`src/rtl/lsu_handshake_unit_pkg.sv`:
```
// Shared types and helpers for the LSU handshake unit.
// Holds the op and state encodings, the default bus widths, and the
// size/alignment/byte-mask decode used by both the FSM and the lane logic.
package lsu_handshake_unit_pkg;

    localparam int LSU_ADDR_W    = 32;
    localparam int LSU_DATA_W    = 32;
    localparam int LSU_NUM_BYTES = LSU_DATA_W / 8;

    // Bits [1:0] give the access size (00 byte, 01 half, 10 word),
    // bit 2 marks a store and bit 3 marks a zero-extending load.
    typedef enum logic [3:0] {
        LSU_LD_B  = 4'b0000,
        LSU_LD_H  = 4'b0001,
        LSU_LD_W  = 4'b0010,
        LSU_LD_BU = 4'b1000,
        LSU_LD_HU = 4'b1001,
        LSU_ST_B  = 4'b0100,
        LSU_ST_H  = 4'b0101,
        LSU_ST_W  = 4'b0110
    } lsu_op_t;

    typedef enum logic [1:0] {
        ST_IDLE = 2'd0,
        ST_REQ  = 2'd1,
        ST_RESP = 2'd2,
        ST_OUT  = 2'd3
    } lsu_state_t;

    function automatic logic lsu_is_mem(input logic [3:0] op);
        case (op)
            LSU_LD_B, LSU_LD_H, LSU_LD_W, LSU_LD_BU, LSU_LD_HU,
            LSU_ST_B, LSU_ST_H, LSU_ST_W: return 1'b1;
            default:                      return 1'b0;
        endcase
    endfunction

    function automatic logic lsu_is_store(input logic [3:0] op);
        case (op)
            LSU_ST_B, LSU_ST_H, LSU_ST_W: return 1'b1;
            default:                      return 1'b0;
        endcase
    endfunction

    function automatic logic lsu_misaligned(input logic [3:0] op, input logic [1:0] off);
        case (op[1:0])
            2'b01:   return off[0];
            2'b10:   return (off != 2'b00);
            default: return 1'b0;
        endcase
    endfunction

    function automatic logic [LSU_NUM_BYTES-1:0] lsu_byte_mask(input logic [3:0] op,
                                                               input logic [1:0] off);
        case (op[1:0])
            2'b00:   return 4'b0001 << off;
            2'b01:   return 4'b0011 << off;
            default: return 4'b1111;
        endcase
    endfunction

endpackage

```
`src/rtl/lsu_data_align.sv`:
```
// Combinational lane logic for the LSU.
// Ports:
//   i_op       captured lsu op
//   i_off      byte offset within the word (address bits [1:0])
//   i_st_data  store data, low bits significant
//   i_ld_word  raw word returned by memory
//   o_wmask    byte-lane write mask (0 for non-stores)
//   o_wdata    store data shifted onto its byte lanes
//   o_ld_data  load result shifted down and sign/zero extended
module lsu_data_align
    import lsu_handshake_unit_pkg::*;
(
    input  logic [3:0]               i_op,
    input  logic [1:0]               i_off,
    input  logic [LSU_DATA_W-1:0]    i_st_data,
    input  logic [LSU_DATA_W-1:0]    i_ld_word,
    output logic [LSU_NUM_BYTES-1:0] o_wmask,
    output logic [LSU_DATA_W-1:0]    o_wdata,
    output logic [LSU_DATA_W-1:0]    o_ld_data
);

    logic [4:0]            w_shamt;
    logic [LSU_DATA_W-1:0] w_ld_shift;
    logic                  w_ext_b;
    logic                  w_ext_h;

    assign w_shamt    = {i_off, 3'b000};
    assign o_wmask    = lsu_is_store(i_op) ? lsu_byte_mask(i_op, i_off) : '0;
    assign o_wdata    = i_st_data << w_shamt;
    assign w_ld_shift = i_ld_word >> w_shamt;

    // Bit 3 of the op selects zero extension (LD.BU / LD.HU).
    assign w_ext_b = ~i_op[3] & w_ld_shift[7];
    assign w_ext_h = ~i_op[3] & w_ld_shift[15];

    always_comb begin
        o_ld_data = w_ld_shift;
        case (i_op[1:0])
            2'b00:   o_ld_data = {{24{w_ext_b}}, w_ld_shift[7:0]};
            2'b01:   o_ld_data = {{16{w_ext_h}}, w_ld_shift[15:0]};
            default: o_ld_data = w_ld_shift;
        endcase
    end

endmodule

```
`src/rtl/lsu_handshake_unit.sv`:
```
// Memory-access stage between execute and writeback.
// Accepts one instruction at a time from EX, issues at most one memory
// request for loads/stores, waits for the response (bounded by a timeout),
// and presents the result to WB. Non-memory ops pass through in one cycle.
// Ports:
//   clk, rst                       clock, async active-high reset
//   in_*                           EX handshake and captured instruction fields
//   flush                          cancel the in-flight instruction
//   mem_req_*                      request channel (valid/ready)
//   mem_resp_valid/rdata           response channel (read data or write ack)
//   out_*                          WB handshake and registered results
//
// state   | meaning
// --------+-------------------------------------------------
// IDLE    | ready for a new instruction from EX
// REQ     | memory request presented, waiting for mem_req_ready
// RESP    | request accepted, waiting for response or timeout
// OUT     | result presented to WB, waiting for out_ready
module lsu_handshake_unit
    import lsu_handshake_unit_pkg::*;
#(
    parameter int ADDR_WIDTH     = LSU_ADDR_W,
    parameter int DATA_WIDTH     = LSU_DATA_W,
    parameter int NUM_OF_BYTES   = DATA_WIDTH / 8,
    parameter int TIMEOUT_CYCLES = 255,
    parameter int REG_ADDR_WIDTH = 5
) (
    input  logic                      clk,
    input  logic                      rst,
    input  logic                      in_valid,
    output logic                      in_ready,
    input  logic [ADDR_WIDTH-1:0]     in_pc,
    input  logic [31:0]               in_inst,
    input  logic [3:0]                in_lsu_op,
    input  logic [DATA_WIDTH-1:0]     in_ex_result,
    input  logic [DATA_WIDTH-1:0]     in_lsu_data,
    input  logic                      in_rw_en,
    input  logic [REG_ADDR_WIDTH-1:0] in_rw_addr,
    input  logic                      flush,
    output logic                      mem_req_valid,
    input  logic                      mem_req_ready,
    output logic [ADDR_WIDTH-1:0]     mem_req_addr,
    output logic                      mem_req_we,
    output logic [NUM_OF_BYTES-1:0]   mem_req_wmask,
    output logic [DATA_WIDTH-1:0]     mem_req_wdata,
    input  logic                      mem_resp_valid,
    input  logic [DATA_WIDTH-1:0]     mem_resp_rdata,
    output logic                      out_valid,
    input  logic                      out_ready,
    output logic [ADDR_WIDTH-1:0]     out_pc,
    output logic [31:0]               out_inst,
    output logic [REG_ADDR_WIDTH-1:0] out_rw_addr,
    output logic                      out_rw_en,
    output logic [DATA_WIDTH-1:0]     out_rw_data,
    output logic                      out_ale,
    output logic                      out_buserr,
    output logic [ADDR_WIDTH-1:0]     out_badv
);

    localparam int CNT_W = 16;

    lsu_state_t                r_state;
    lsu_state_t                w_state_nxt;

    logic [ADDR_WIDTH-1:0]     r_pc;
    logic [31:0]               r_inst;
    logic [REG_ADDR_WIDTH-1:0] r_rw_addr;
    logic                      r_rw_en;
    logic [3:0]                r_op;
    logic [DATA_WIDTH-1:0]     r_ex;
    logic [DATA_WIDTH-1:0]     r_sdata;
    logic                      r_cancel;
    logic [CNT_W-1:0]          r_cnt;

    logic [DATA_WIDTH-1:0]     r_out_data;
    logic                      r_out_rw_en;
    logic                      r_ale;
    logic                      r_buserr;
    logic [ADDR_WIDTH-1:0]     r_badv;

    logic                      w_accept;
    logic                      w_in_misal;
    logic                      w_timeout;
    logic                      w_req_store;
    logic [ADDR_WIDTH-1:0]     w_addr;
    logic [NUM_OF_BYTES-1:0]   w_wmask;
    logic [DATA_WIDTH-1:0]     w_wdata;
    logic [DATA_WIDTH-1:0]     w_ld_data;

    assign w_addr      = r_ex[ADDR_WIDTH-1:0];
    assign w_accept    = in_valid & in_ready;
    assign w_in_misal  = lsu_misaligned(in_lsu_op, in_ex_result[1:0]);
    assign w_timeout   = (r_cnt == CNT_W'(TIMEOUT_CYCLES - 1));
    assign w_req_store = mem_req_valid & lsu_is_store(r_op);

    lsu_data_align u_align (
        .i_op      (r_op),
        .i_off     (r_ex[1:0]),
        .i_st_data (r_sdata),
        .i_ld_word (mem_resp_rdata),
        .o_wmask   (w_wmask),
        .o_wdata   (w_wdata),
        .o_ld_data (w_ld_data)
    );

    always_comb begin
        w_state_nxt   = r_state;
        in_ready      = 1'b0;
        mem_req_valid = 1'b0;
        out_valid     = 1'b0;
        case (r_state)
            ST_IDLE: begin
                // Flush blocks acceptance in the same cycle, so it also lowers in_ready.
                in_ready = ~rst & ~flush;
                if (w_accept) begin
                    if (!lsu_is_mem(in_lsu_op) || w_in_misal) w_state_nxt = ST_OUT;
                    else                                      w_state_nxt = ST_REQ;
                end
            end
            ST_REQ: begin
                mem_req_valid = ~flush;
                if (flush)              w_state_nxt = ST_IDLE;
                else if (mem_req_ready) w_state_nxt = ST_RESP;
            end
            ST_RESP: begin
                // A handshaken transaction always runs to completion; a flush only
                // suppresses the writeback.
                if (mem_resp_valid || w_timeout)
                    w_state_nxt = (r_cancel || flush) ? ST_IDLE : ST_OUT;
            end
            ST_OUT: begin
                out_valid = ~flush;
                if (flush || out_ready) w_state_nxt = ST_IDLE;
            end
            default: w_state_nxt = ST_IDLE;
        endcase
    end

    always_ff @(posedge clk or posedge rst) begin
        if (rst) begin
            r_state     <= ST_IDLE;
            r_pc        <= '0;
            r_inst      <= '0;
            r_rw_addr   <= '0;
            r_rw_en     <= 1'b0;
            r_op        <= '0;
            r_ex        <= '0;
            r_sdata     <= '0;
            r_cancel    <= 1'b0;
            r_cnt       <= '0;
            r_out_data  <= '0;
            r_out_rw_en <= 1'b0;
            r_ale       <= 1'b0;
            r_buserr    <= 1'b0;
            r_badv      <= '0;
        end else begin
            r_state <= w_state_nxt;
            case (r_state)
                ST_IDLE: begin
                    if (w_accept) begin
                        r_pc        <= in_pc;
                        r_inst      <= in_inst;
                        r_rw_addr   <= in_rw_addr;
                        r_rw_en     <= in_rw_en;
                        r_op        <= in_lsu_op;
                        r_ex        <= in_ex_result;
                        r_sdata     <= in_lsu_data;
                        r_cancel    <= 1'b0;
                        r_cnt       <= '0;
                        r_out_data  <= '0;
                        r_out_rw_en <= 1'b0;
                        r_ale       <= 1'b0;
                        r_buserr    <= 1'b0;
                        r_badv      <= '0;
                        if (!lsu_is_mem(in_lsu_op)) begin
                            r_out_data  <= in_ex_result;
                            r_out_rw_en <= in_rw_en;
                        end else if (w_in_misal) begin
                            r_ale  <= 1'b1;
                            r_badv <= in_ex_result[ADDR_WIDTH-1:0];
                        end
                    end
                end
                ST_REQ: begin
                    if (!flush && mem_req_ready) r_cnt <= '0;
                end
                ST_RESP: begin
                    if (flush) r_cancel <= 1'b1;
                    // Response wins over a timeout landing on the same cycle.
                    if (mem_resp_valid) begin
                        r_out_data  <= lsu_is_store(r_op) ? '0 : w_ld_data;
                        r_out_rw_en <= r_rw_en;
                    end else if (w_timeout) begin
                        r_buserr <= 1'b1;
                        r_badv   <= w_addr;
                    end else begin
                        r_cnt <= r_cnt + 1'b1;
                    end
                end
                default: ;
            endcase
        end
    end

    assign mem_req_addr  = mem_req_valid ? {w_addr[ADDR_WIDTH-1:2], 2'b00} : '0;
    assign mem_req_we    = w_req_store;
    assign mem_req_wmask = w_req_store ? w_wmask : '0;
    assign mem_req_wdata = w_req_store ? w_wdata : '0;

    assign out_pc      = r_pc;
    assign out_inst    = r_inst;
    assign out_rw_addr = r_rw_addr;
    assign out_rw_en   = r_out_rw_en;
    assign out_rw_data = r_out_data;
    assign out_ale     = r_ale;
    assign out_buserr  = r_buserr;
    assign out_badv    = r_badv;

endmodule

```
`config.mk`:
```
export PLATFORM = sky130hd
export DESIGN_NAME = lsu_handshake_unit
export DESIGN_NICKNAME = d
export VERILOG_FILES = /design/src/rtl/lsu_handshake_unit_pkg.sv /design/src/rtl/lsu_data_align.sv /design/src/rtl/lsu_handshake_unit.sv
export SDC_FILE = /design/constraint.sdc
export NUM_CORES = 1
export LEC_CHECK = 0
export ABC_CLOCK_PERIOD_IN_PS = 20700
export BUFFER_PORTS_ARGS = -buffer_cell sky130_fd_sc_hd__clkbuf_2
export CAP_MARGIN = 20
export CORE_MARGIN = 2
export CORE_UTILIZATION = 40
export DETAILED_ROUTE_END_ITERATION = 10
export GPL_ROUTABILITY_DRIVEN = 0
export HOLD_SLACK_MARGIN = 0.06
export PLACE_DENSITY_LB_ADDON = 0.05
export SYNTH_ARGS = -nofsm -noshare
export SYNTH_HDL_FRONTEND = slang
export SYNTH_SLANG_ARGS = --single-unit
```
`constraint.sdc`:
```
create_clock -name clk -period 20.7 [get_ports clk]
set_clock_uncertainty 0.2 [all_clocks]
set_input_delay 3.105 -clock clk [delete_from_list [all_inputs] [get_ports clk]]
set_output_delay 3.105 -clock clk [all_outputs]
set_load 0.05 [all_outputs]
```
==> impl_metrics.py <==
metrics = {
    "critical_path": {
        "critPathRequiredTime_ps": 17400,
        "r2r_end": "out_rw_data[16]$_DFFE_PP0P_",
        "cp_data_arrival_time_ps": 6100,
        "critPathCaptureType": "primary output",
        "r2r_cells": 7,
        "critPathLaunchType": "primary input",
        "r2r_slack_ps": 17530,
        "r2r_start": "r_state[1]$_DFFE_PP0P_",
        "crit_type": "in -> out",
        "worstPathMaxFanout": 23,
    },
    "timing": {
        "worstMarginPinSlew_ps": 1083,
        "grt_setup_unrepaired": "false",
        "slew_headroom_pct": 27.81,
        "min_period_ps": 9409,
        "finalMaxSlewViolations": 0,
        "hold_violations": 0,
        "fmax_ghz": 0.1063,
        "setup_viol": 0,
        "finalCritPeriodShare_pct": 45.45,
        "tns_ps": 0,
    },
    "clocking": {
        "cts_resized": 0,
        "insertion_delay_ps": 520,
        "cts_hold_buf": 0,
        "numCtsBuffers": 26,
        "cts_tree": "done",
        "cts_setup_buffers": 0,
        "cts-root-buf": "clkbuf_16",
        "cts_num_sinks": 224,
        "clockBufferDepth": 3,
        "clkTransAtPathRegs_ps": 60,
        "htreeDepth": 1,
    },
    "worst_hold_path": {
        "min_path_cells": 2,
        "whs_endpoint": "out_pc[15]$_DFFE_PP0P_",
        "min_from": "out_pc[15]$_DFFE_PP0P_",
        "hold_class": "reg -> reg",
    },
    "placement": {
        "port_buffers": 382,
        "hpwl_um": 25790,
        "dpl-instance-area_um2": 12830,
        "place_inst": 1891,
    },
    "logic_synthesis": {
        "synth_cell_types": 58,
        "syn_avg_cell_area_um2": 8.616,
        "synth_top_area_share_pct": 52.21,
        "synth_area_leaders": "dfrtp_1 (52%), nand2_1 (15%), a21oi_1 (4.2%), a22oi_1 (4.1%), nor2_1 (4.0%)",
        "syn-cell-area_um2": 10740,
        "synth-edff-count": 0,
        "ys.flop_type": "dfrtp_1",
        "ys_seq_area_share_pct": 52.21,
        "synth_largest_area_cell": "dfrtp_1",
        "syn_inst": 1246,
        "async_reset_ff_share_pct": 100.0,
        "ys_ff_latch": 224,
        "ys_warn_count": 0,
    },
    "drt": {
        "dr_total_vias": 10013,
        "wl_um": 36750,
        "drc": 0,
        "drtIter0Drc": 794,
        "first_pass_iters": 5,
        "wl_per_cell_um": 18.93,
        "routed_via_density": 5.159,
        "drtAntennaViolNets": 0,
    },
    "floorplan": {
        "start_util_pct": 40.96,
        "placementRows": 59,
        "coreArea_um2": 26210,
        "dieArea_um2": 28170,
        "die_h_um": 167.8,
        "die_w_um": 167.8,
        "pin_count": 385,
    },
    "global_route": {
        "grt_pass1_vias": 9912,
        "grt-ovfl-total": 0,
        "grt_max_degree": 112,
        "antenna_found_initial": 2,
        "grt_pass1_wl_um": 57490,
        "grt_usage_pct": 25.81,
    },
    "final_layout": {
        "post_route_cells_drive_above_1_share_pct": 28.99,
        "final_cells": 1941,
        "syn_to_final_growth_pct": 28.10,
        "fin_nets": 1768,
        "postLayoutCellArea_um2": 13750,
    },
    "flow_run": {
        "drv_cap": 0,
    },
    "power": {
        "irDropWorstVdd_uv": 102.0,
        "power.total_uw": 2438,
        "leakagePower_uw": 0.007228,
        "cellPowerDensity_nw_per_um2": 177.3,
    },
    "run_status": {
        "status": "complete, no violations",
    },
}
metal layers:
metal / routed length [um] / track usage (%) / vias up
met4: 1151 / 8.091 / 0
met1: 16190 / 35.36 / 4770
met5: 0 / 0 / -
met3: 2459 / 5.383 / 66
li1: - / - / 4827
met2: 16950 / 41.32 / 350
through the flow:
stage	setup WS, ps	util (%)	hold WS, ps
floorplan	11260	-	237.9
global placement	11440	48.97	255.1
detailed placement	11300	48.97	258.7
CTS	11290	52.28	275.1
global route	11080	52.48	294.4
finish	11290	52.48	271.0
registers in the layout (all words and copies together) (netlist names), 2 cells and up:
register / flops
r_state: 2
out_rw_addr: 5
r_sdata: 32
out_badv: 32
out_inst: 32
r_cnt: 16
r_ex: 32
out_pc: 32
r_op: 4
out_rw_data: 32
worst max-delay path, stage by stage:
cell	delay (ps)
clkbuf_2	150
nand2b_1	210
nor2_1	310
nand3_1	810
nor3_1	980
and2_1	240
clkbuf_2	280
cell usage after synthesis (all sizes together), types with 2 or more instances:
library cell / number
a21boi: 2
clkbuf: 47
a211oi: 17
nor2: 115
nor3b: 3
or3: 3
a22oi: 58
buf: 39
nand4: 5
nor2b: 19
mux2: 8
xor2: 5
ha: 5
and3: 30
inv: 9
mux2i: 27
dfrtp: 224
o21ai: 20
or2: 2
nor4: 5
and2: 9
xnor2: 7
nand2: 432
nor4b: 3
a21oi: 92
nand3: 11
a211o: 8
o31ai: 2
a32oi: 6
and4: 3
a21o: 2
nor3: 8
nand2b: 5
area by class of cell:
cell class | count | area, um^2
Fill cell | 2596 | 12450
Sequential cell | 224 | 5608
Multi-Input combinational cell | 928 | 4756
Timing Repair Buffer | 397 | 2057
Clock buffer | 39 | 780.7
Tap cell | 335 | 419.2
Clock inverter | 7 | 85.08
Inverter | 9 | 41.29
Antenna cell | 2 | 5.005
layout by cell type, fill, tap and decap left out, types with 2 or more instances in the layout:
cell type  synthesis  routed
a211o_1            8       8
a211oi_1          16      16
a21oi_1           91      90
a21oi_2            1       2
a22oi_1           58      58
a32oi_1            6       6
and2_1             8       8
and3_1            30      30
and4_1             3       3
buf_4              3      13
bufinv_16          0       2
clkbuf_1          47       6
clkbuf_16          0      27
clkbuf_2           0     382
clkbuf_8           0       6
clkinv_2           0       5
conb_1             1       2
dfrtp_1          224     222
dfrtp_2            0       2
diode_2            0       2
ha_1               5       5
inv_1              9       8
mux2_2             8       8
mux2i_1           27      27
nand2_1          432     431
nand2b_1           5       5
nand3_1           11      11
nand4_1            5       5
nor2_1           115     112
nor2_4             0       2
nor2b_1           19      18
nor3_1             6       6
nor4_1             5       5
nor4b_1            3       3
o21ai_0           20      20
o31ai_1            2       2
or2_2              2       2
or3_1              3       3
xnor2_1            7       7
xor2_1             5       5
worst max-delay path by stage:
stage / from / end / slack (ps) / cells after the start
after detailed placement: flush / mem_req_wdata[7] / 11300 / 7
after CTS: flush / mem_req_wdata[4] / 11290 / 7
after floorplan: rst / out_ale$_DFFE_PP0P_ / 11260 / 1
after global routing: flush / mem_req_wdata[3] / 11080 / 7
after global placement: flush / mem_req_wdata[1] / 11440 / 7
final: flush / mem_req_wdata[5] / 11290 / 7
report_power, final:
| group | internal, uW | total, uW | switching (uW) |
|---|---|---|---|
| Combinational | 288 | 1180 | 892 |
| Clock | 283 | 468 | 184 |
| Sequential | 640 | 791 | 151 |
logic make-up (layout without fill, tap and decap cells):
logic type	after synthesis	after routing	share of synthesized area, %
simple gates	658	658	25.94
flops	224	224	52.21
compound gates	215	215	12.80
buf+inv	95	452	3.881
mux	36	36	3.566
xor+xnor	12	12	0.9790
fa+ha+maj	5	5	0.5828
other cells	1	4	0.03493
Power figures use the tool's default switching activity.
